**src/rtl/rob_pkg.sv**
```systemverilog
// Shared types, sizes and helpers for the reorder buffer.
// Optional build macro used by rob.sv: ROB_COMMIT_BYPASS_EN.
package rob_pkg;

    // Geometry
    localparam int ROB_SIZE = 16;
    localparam int ROB_W    = $clog2(ROB_SIZE);
    localparam int DATA_W   = 32;
    localparam int REG_W    = 5;

    typedef logic [ROB_W-1:0]  rob_idx_t;
    typedef logic [ROB_W:0]    rob_cnt_t;
    typedef logic [DATA_W-1:0] data_t;
    typedef logic [REG_W-1:0]  reg_idx_t;

    // Occupancy value at which no further allocation is accepted
    localparam rob_cnt_t ROB_FULL_CNT = rob_cnt_t'(ROB_SIZE);

    // Advance a circular pointer; the index width makes it wrap at ROB_SIZE
    function automatic rob_idx_t rob_ptr_inc(input rob_idx_t ptr);
        return ptr + rob_idx_t'(1);
    endfunction

    // A committing branch whose resolved target differs from the prediction
    function automatic logic rob_mispredict(input logic  is_br,
                                            input data_t next_pc,
                                            input data_t pred_pc);
        return is_br && (next_pc != pred_pc);
    endfunction

endpackage : rob_pkg

```
**src/rtl/rob.sv**
```systemverilog
// Reorder buffer: circular queue of in-flight instructions.
// Allocates one entry per issue at the tail, captures CDB writebacks,
// retires the head entry in program order and raises a one-cycle flush
// when a committing branch turns out to be mispredicted.
// Build option: define ROB_COMMIT_BYPASS_EN to let a writeback aimed at the
// head commit in the same cycle (0-cycle writeback-to-commit); without it a
// writeback becomes committable one cycle later.
module rob
    import rob_pkg::*;
(
    input  logic              clk,
    input  logic              reset,
    input  logic              ready,
    // Issue / allocate
    input  logic              iss_valid,
    input  logic [REG_W-1:0]  iss_rd,
    input  logic              iss_is_br,
    input  logic [DATA_W-1:0] iss_pred_pc,
    output logic              full,
    output logic [ROB_W-1:0]  tail_pos,
    // CDB writeback
    input  logic              wb_valid,
    input  logic [ROB_W-1:0]  wb_pos,
    input  logic [DATA_W-1:0] wb_val,
    input  logic [DATA_W-1:0] wb_next_pc,
    // Operand lookups
    input  logic [ROB_W-1:0]  q1_pos,
    input  logic [ROB_W-1:0]  q2_pos,
    output logic              q1_rdy,
    output logic              q2_rdy,
    output logic [DATA_W-1:0] q1_val,
    output logic [DATA_W-1:0] q2_val,
    // Commit to the register file
    output logic              cm_valid,
    output logic [REG_W-1:0]  cm_rd,
    output logic [ROB_W-1:0]  cm_pos,
    output logic [DATA_W-1:0] cm_val,
    // Mispredict flush
    output logic              clear,
    output logic [DATA_W-1:0] clear_pc
);

    // Queue pointers and occupancy
    rob_idx_t head_q, head_d;
    rob_idx_t tail_q, tail_d;
    rob_cnt_t count_q, count_d;

    // Per-entry status bits, one bit per ROB position
    logic [ROB_SIZE-1:0] busy_q, busy_d;
    logic [ROB_SIZE-1:0] rdy_q, rdy_d;
    logic [ROB_SIZE-1:0] is_br_q, is_br_d;

    // Per-entry payload, parallel arrays indexed by ROB position
    reg_idx_t rd_q      [ROB_SIZE];
    reg_idx_t rd_d      [ROB_SIZE];
    data_t    pred_pc_q [ROB_SIZE];
    data_t    pred_pc_d [ROB_SIZE];
    data_t    val_q     [ROB_SIZE];
    data_t    val_d     [ROB_SIZE];
    data_t    next_pc_q [ROB_SIZE];
    data_t    next_pc_d [ROB_SIZE];

    // Effective view of the head entry (may include a same-cycle writeback)
    logic  head_rdy;
    data_t head_val;
    data_t head_next_pc;

    // Per-cycle actions
    logic do_alloc;
    logic do_wb;
    logic do_commit;
    logic do_flush;

    // full is taken from the registered count, so a commit in this cycle
    // cannot make room for an issue in the same cycle.
    assign full     = (count_q == ROB_FULL_CNT);
    assign tail_pos = tail_q;

    // Head entry as seen by the commit logic
    always_comb begin
        // NOTE: combinational blocks use blocking '='; only the clocked block
        // below assigns state, and it uses '<=' exclusively.
        head_rdy     = rdy_q[head_q];
        head_val     = val_q[head_q];
        head_next_pc = next_pc_q[head_q];
`ifdef ROB_COMMIT_BYPASS_EN
        // A result arriving for the head this cycle is committed straight
        // off the CDB instead of waiting for it to be written into the entry.
        if (wb_valid && (wb_pos == head_q)) begin
            head_rdy     = 1'b1;
            head_val     = wb_val;
            head_next_pc = wb_next_pc;
        end
`endif
    end

    // Commit and mispredict outputs; a stall suppresses both
    always_comb begin
        cm_valid = ready && (count_q != '0) && head_rdy;
        cm_rd    = rd_q[head_q];
        cm_pos   = head_q;
        cm_val   = head_val;
        clear    = cm_valid && rob_mispredict(is_br_q[head_q], head_next_pc,
                                              pred_pc_q[head_q]);
        clear_pc = head_next_pc;
    end

    // Operand lookups with same-cycle forwarding from the CDB; live during stalls
    always_comb begin
        q1_rdy = busy_q[q1_pos] && rdy_q[q1_pos];
        q1_val = val_q[q1_pos];
        if (wb_valid && (wb_pos == q1_pos)) begin
            q1_rdy = 1'b1;
            q1_val = wb_val;
        end
        q2_rdy = busy_q[q2_pos] && rdy_q[q2_pos];
        q2_val = val_q[q2_pos];
        if (wb_valid && (wb_pos == q2_pos)) begin
            q2_rdy = 1'b1;
            q2_val = wb_val;
        end
    end

    // Qualify this cycle's requests; nothing happens while ready is low
    always_comb begin
        do_alloc  = ready && iss_valid && !full;
        do_wb     = ready && wb_valid && busy_q[wb_pos];
        do_commit = cm_valid;
        do_flush  = clear;
    end

    // Next-state computation for pointers, status bits and payload
    always_comb begin
        // NOTE: every _d starts as a copy of its _q, so any path that does
        // not touch a field simply holds it and no latch can be inferred.
        head_d    = head_q;
        tail_d    = tail_q;
        count_d   = count_q;
        busy_d    = busy_q;
        rdy_d     = rdy_q;
        is_br_d   = is_br_q;
        rd_d      = rd_q;
        pred_pc_d = pred_pc_q;
        val_d     = val_q;
        next_pc_d = next_pc_q;

        if (do_flush) begin
            // Squash everything younger than the branch, including this
            // cycle's issue and writeback; the branch itself still commits.
            head_d  = '0;
            tail_d  = '0;
            count_d = '0;
            busy_d  = '0;
        end else begin
            // Writebacks only land on live entries
            if (do_wb) begin
                rdy_d[wb_pos]     = 1'b1;
                val_d[wb_pos]     = wb_val;
                next_pc_d[wb_pos] = wb_next_pc;
            end

            // Retire the head in program order
            if (do_commit) begin
                busy_d[head_q] = 1'b0;
                head_d         = rob_ptr_inc(head_q);
            end

            // Allocate at the tail; tail differs from head here because
            // allocation requires !full and commit requires count != 0
            if (do_alloc) begin
                busy_d[tail_q]    = 1'b1;
                rdy_d[tail_q]     = 1'b0;
                is_br_d[tail_q]   = iss_is_br;
                rd_d[tail_q]      = iss_rd;
                pred_pc_d[tail_q] = iss_pred_pc;
                tail_d            = rob_ptr_inc(tail_q);
            end

            // Occupancy: simultaneous alloc and commit cancel out
            case ({do_alloc, do_commit})
                2'b10:   count_d = count_q + rob_cnt_t'(1);
                2'b01:   count_d = count_q - rob_cnt_t'(1);
                default: count_d = count_q;
            endcase
        end
    end

    // State registers with synchronous active-low reset (reset beats ready)
    always_ff @(posedge clk) begin
        if (!reset) begin
            head_q  <= '0;
            tail_q  <= '0;
            count_q <= '0;
            busy_q  <= '0;
            rdy_q   <= '0;
            is_br_q <= '0;
            // NOTE: the payload arrays are cleared too, because the commit,
            // flush and query outputs read them unconditionally and must all
            // be 0 straight after reset.
            for (int i = 0; i < ROB_SIZE; i++) begin
                rd_q[i]      <= '0;
                pred_pc_q[i] <= '0;
                val_q[i]     <= '0;
                next_pc_q[i] <= '0;
            end
        end else begin
            head_q    <= head_d;
            tail_q    <= tail_d;
            count_q   <= count_d;
            busy_q    <= busy_d;
            rdy_q     <= rdy_d;
            is_br_q   <= is_br_d;
            rd_q      <= rd_d;
            pred_pc_q <= pred_pc_d;
            val_q     <= val_d;
            next_pc_q <= next_pc_d;
        end
    end

endmodule : rob

```
**config.mk**
```make
export PLATFORM = sky130hd
export DESIGN_NAME = rob
export DESIGN_NICKNAME = d
export VERILOG_FILES = /design/src/rtl/rob_pkg.sv /design/src/rtl/rob.sv
export SDC_FILE = /design/constraint.sdc
export NUM_CORES = 2
export LEC_CHECK = 0
export CAP_MARGIN = 10
export CELL_PAD_IN_SITES_DETAIL_PLACEMENT = 0
export CELL_PAD_IN_SITES_GLOBAL_PLACEMENT = 1
export CORE_MARGIN = 3
export CORE_UTILIZATION = 35
export CTS_BUF_LIST = sky130_fd_sc_hd__clkbuf_2
export DETAILED_ROUTE_END_ITERATION = 7
export GPL_TIMING_DRIVEN = 1
export MAX_ROUTING_LAYER = met4
export PLACE_DENSITY_LB_ADDON = 0.1
export SYNTH_ARGS = -nofsm -noshare
export SYNTH_HDL_FRONTEND = slang
export SYNTH_SLANG_ARGS = --single-unit
```
**constraint.sdc**
```tcl
create_clock -name clk -period 4.7 [get_ports clk]
set_input_delay 0.47 -clock clk [delete_from_list [all_inputs] [get_ports clk]]
set_output_delay 0.47 -clock clk [all_outputs]
set_load 0.05 [all_outputs]
```
**After elaboration in Yosys (flattened, before gate mapping)**

Cells that the tools add are included.
Widths: inputs -> output; s select.

- Flip-flop bits (word level): 1677
- Output and inout port bits: 146
- Word-level logic and storage cells: 191

- Add/sub/neg operators: 4
- $lt $le $gt $ge: 15
- Eq/ne operators: 6
- Mux-type cells: 60
- Bitwise logic cells: 13
- Reduce and logical (&&, ||, !) cells: 23

Operators by type and width:

| kind | number |
|---|---|
| $bwmux 512 | 3 |
| $bmux 32 s4 | 5 |
| $mux 32 | 14 |
| $demux 32 s4 | 2 |
| $mux 16 | 6 |
| $bwmux 80 | 1 |
| $and 16x16->16 | 2 |
| $ne 32x32->1 | 1 |
| $not 16->16 | 2 |
| $or 16x16->16 | 2 |
| $bmux 1 s4 | 7 |
| $ge 5x5->1 const B | 5 |
| $lt 4x5->1 const B | 5 |
| $not 4->5 | 5 |
| $bmux 5 s4 | 1 |
| $demux 5 s4 | 1 |
| $logic_and 1x1->1 | 17 |
| $bwmux 16 | 1 |
| $mux 5 | 3 |
| $demux 1 s4 | 3 |
| $ge 4x1->1 const B | 3 |
| $mux 1 | 12 |
| $lt 5x1->1 const B | 2 |
| $pmux 5 s2 | 1 |
| 13 further kinds | 17 |

**Depth between registers and ports, before layout**

- Word-level depth: 10
- Gate-level depth with buffers: 15
- Gate-level depth less buffers: 12

**Least setup slack after synthesis**

Ideal clock, no wire load.

- Path kind: flip-flop to flip-flop
- Start: register head_q[0], in the netlist cm_pos[0]
- End: register count_q[4]
- Setup time: 128 ps
- Arrival: 4316 ps
- Slack: 257 ps
- Stages on the path, launching flop included: 15
- Buffers on the path: 3
- Cells stage by stage: dfxtp_1 > buf_2 > buf_2 > mux4_2 > mux4_2 > and3_1 > clkbuf_1 > ha_1 > fa_1 > a21o_1 > a21oi_1 > xor2_1 > nor2_1 > xnor2_1 > nor2_1

RTL lines:

| item | line | text |
|---|---|---|
| start, declared | rob.sv:44 | `rob_idx_t head_q, head_d;` |
| start signal, assigned | rob.sv:191 | `head_q <= '0;` |
| start signal, assigned | rob.sv:207 | `head_q <= head_d;` |
| $bmux 1 s4 (*) | rob.sv:83 | `head_rdy = rdy_q[head_q];` |
| $mux 1 (not written as such) (*) | rob.sv:83 |  |
| $logic_and 1x1->1 (*) | rob.sv:99 | `cm_valid = ready && (count_q != '0) && head_rdy;` |
| named net cm_valid | rob.sv:34 | `output logic cm_valid,` |
| $eq 2x1->1, or another cell as far along | rob.sv:180 | `case ({do_alloc, do_commit})` |
| $pmux 5 s2, or another cell as far along | rob.sv:180 |  |
| end signal, assigned | rob.sv:209 | `count_q <= count_d;` |
| end, declared | rob.sv:46 | `rob_cnt_t count_q, count_d;` |

Mark *: on every way through the listed nets, which the timed path passes. The rest lies on a longest branch. The select of a mux whose other input is x is not followed.
A chain may end at the register's enable or synchronous reset.

**Worst setup path after layout**

- Start: register head_q[0], in the netlist cm_pos[0]
- End: output port clear

- Word-level cells in the longest chain between the ends: 7

RTL lines:

| item | line | text |
|---|---|---|
| $not 4->5 (not written as such) | rob.sv:85, rob.sv:104 |  |
| $bmux 32 s4, on equally long branches | rob.sv:85, rob.sv:104 |  |
| $mux 32, on equally long branches (2 in series) | rob.sv:85, rob.sv:104 |  |
| $ne 32x32->1 | rob_pkg.sv:28 | `return is_br && (next_pc != pred_pc);` |
| $logic_and 1x1->1 | rob_pkg.sv:28 |  |
| $logic_and 1x1->1 (*) | rob.sv:103 | `clear = cm_valid && rob_mispredict(is_br_q[head_q], head_next_pc,` |
| end, declared | rob.sv:39 | `output logic clear,` |

Every way passes the cells marked *; elsewhere a longest branch is shown, timed or not. The select of a mux whose other input is x is not followed.

==> flow_summary.json <==
{
  "status": "finished with violations",
  "violations": "setup timing",
  "grt_pass1_vias": 61100,
  "ys_async_sr_fraction": 0,
  "synth.mux.area_fraction": 0.430,
  "worstMarginPinSlew_ps": 1190,
  "synth_enable_flop_cells": 0,
  "hold_violations": 0,
  "yosys.cell_count.top_type": "nand2_1",
  "min_path_type": "input port to register",
  "cts_made_buffers": 470,
  "critPathCaptureType": "output pin",
  "start_util": 0.353,
  "numPortBuffers": 264,
  "first_pass_iters": 7,
  "irDropWorstVdd_uv": 188,
  "ys_top_cells_by_count": "nand2_1 (1837), dfxtp_1 (1677), mux2i_1 (1643)",
  "setup_viol": 37,
  "instances_no_fill": 11000,
  "stdcell_area_um2": 96600,
  "fmax_mhz": 173,
  "maxCapViolations": 0,
  "drt-total-wl_um": 281000,
  "synthFlopType": "dfxtp_1",
  "leakage_nw": 45.4,
  "via_per_inst": 5.35,
  "cp_max_fo": 7,
  "ys_types": 30,
  "clk_pin_slew_ps": 100,
  "path_class": "register to output pin",
  "synth_top_family_by_area": "multiplexers",
  "synthSimpleGateAreaFrac": 0.0918,
  "drc": 0,
  "maxSlewHeadroom": 0.209,
  "synth_compound_area_frac": 0.0164,
  "die_area_um2": 237000,
  "crit_required_ps": 4230,
  "post-place-ws_ps": 192,
  "die_h_um": 486,
  "synth_top_area_frac": 0.416,
  "overflow": 0,
  "die_w_um": 486,
  "drive_gt1_frac": 0.277,
  "clkSinkCount": 1677,
  "synth_area_leaders": "dfxtp_1 (42%), mux4_2 (22%), mux2i_1 (20%)",
  "synth_warnings": 0,
  "rsz0062_at_grt": "yes",
  "cts_buffer_depth": 4,
  "syn_area_per_cell_um2": 11.4,
  "drtIter0Drc": 3587,
  "synth-seq-cells": 1677,
  "dp.cells": 9914,
  "synth_xor_area_frac": 0.00553,
  "core_area_um2": 229000,
  "synthAdderAreaFrac": 0.00211,
  "io_pins": 265,
  "grtUsageTotal": 0.240,
  "grt_pass1_wl_um": 414000,
  "syn-cell-area_um2": 80800,
  "grt_max_degree": 118,
  "cts_tree": "built",
  "fin_ws_ps": -1070,
  "place_area_um2": 88100,
  "finalNetCount": 7809,
  "power_mw": 26.3,
  "cts_max_level": 5,
  "routedWlPerCell_um": 25.5,
  "syn_to_final_growth_pct": 19.6,
  "maxSlewViolCount": 0,
  "fin_crit_ps": 5770,
  "yosys.area.top_type": "dfxtp_1",
  "synthCells": 7096,
  "finClkSkew_ps": 248,
  "antenna_found_initial": 15,
  "worstSkewPairLatency_ps": 1910,
  "num_vias": 59100,
  "place_hpwl_um": 166000,
  "rows": 175,
  "arrival_ps": 5300,
  "final_core_util": 0.423,
  "cts_root_buf": "clkbuf_2",
  "seq_area_frac_synth": 0.416,
  "synthesis.nets": 7228,
  "drtAntennaViolNets": 0,
  "min_period_over_period": 1.23,
  "power.density_nw_per_um2": 272,
  "gp_congestion": 0.781,
  "start_kind": "register"
}
==> path summary, 6_finish.rpt <==
kind	cells past startpoint	end	start	slack [ps]
max	15	clear	cm_pos[0]	-1070
min	4	next_pc_q[15]	wb_next_pc[15]	270
max reg2reg	18	pred_pc_q[337]	cm_pos[0]	260
min reg2reg	2	rd_q[45]	rd_q[45]	460
==> per-stage QoR <==
stage / TNS [ps] / hold slack, ps
after CTS: -22720 / 0.558
after floorplan: 0 / 434
final: -13150 / 275
after detailed placement: 0 / 448
after global placement: 0 / 441
after global routing: -25860 / 73.4
==> registers in the layout, summed over array words and instances, names as in the netlist <==
name       flops
next_pc_q    512
pred_pc_q    512
val_q        512
rd_q          80
busy_q        16
is_br_q       16
rdy_q         16
count_q        5
cm_pos         4
tail_pos       4
==> cell type report <==
class,count,area [um^2]
Multi-Input combinational cell,4689,45100
Clock inverter,102,425
Timing Repair Buffer,815,10100
Antenna cell,17,42.5
Fill cell,21900,132000
Sequential cell,1677,33600
Clock buffer,714,3570
Inverter,24,93.8
Tap cell,3009,3760
==> cell usage in the layout (no fill, tap or decap), types with 17 or more instances in the layout <==
master              n
nand2_1          1786
dfxtp_1          1673
mux2i_1          1643
mux4_2            781
clkbuf_2          714
buf_4             209
dlygate4sd3_1     174
buf_12            144
clkdlybuf4s50_1   118
clkinv_1           89
a22oi_1            83
buf_6              71
mux2_2             64
a22oi_2            45
buf_16             41
xor2_1             40
nand2_2            38
a21oi_1            36
o21ai_0            32
nand3_4            28
nor2_1             25
dlygate4sd2_1      24
inv_1              23
diode_2            17
==> report_power, final <==
group          internal, mW  switching [mW]  leakage [nW]
clock network          4.04            6.42          3.16
registers              14.2          0.0199          13.5
logic                 0.538            1.01          28.8
==> cells by family (layout without fill, tap and decap cells) <==
group / Yosys count / in the layout
buffers and inverters: 730 / 1655
and+or+nand+nor: 1938 / 1938
adders and majority gates: 13 / 13
other: 0 / 17
xor gates and xnor gates: 51 / 51
muxes: 2488 / 2488
AOI/OAI and AO/OA: 199 / 199
DFF: 1677 / 1677
==> what timing repair did <==
| action | 4_1_cts | 5_1_grt |
|---|---|---|
| gates cloned | 25 | 8 |
| setup endpoints to repair | 101 | 48 |
| endpoints found under the hold margin | 1677 | 0 |
| hold buffers | 175 | 0 |
| buffers inserted | 71 | 25 |
| pin swaps | 46 | 20 |
| gates resized for setup | 587 | 68 |
==> critical path, stage by stage, from the launching register on <==
cell and delay, ps:
dfxtp_4 410, buf_16 170, buf_16 170, buf_12 140
buf_16 130, mux4_2 500, a22oi_2 150, nand2_2 150
xor2_1 190, nor4_1 270, buf_4 160, nand4_1 240
o211ai_4 290, buf_12 150, clkinvlp_4 110, buf_12 170
==> per-layer routing <==
metal  GRT usage  routed length (um)  vias to the layer above
met4      0.0767                8410                        0
met5           -                   0                        -
li1            -                   -                    26900
met3      0.0336               11300                      541
met1       0.319              130000                    30200
met2       0.380              132000                     1446
Power figures use the tool's default switching activity.
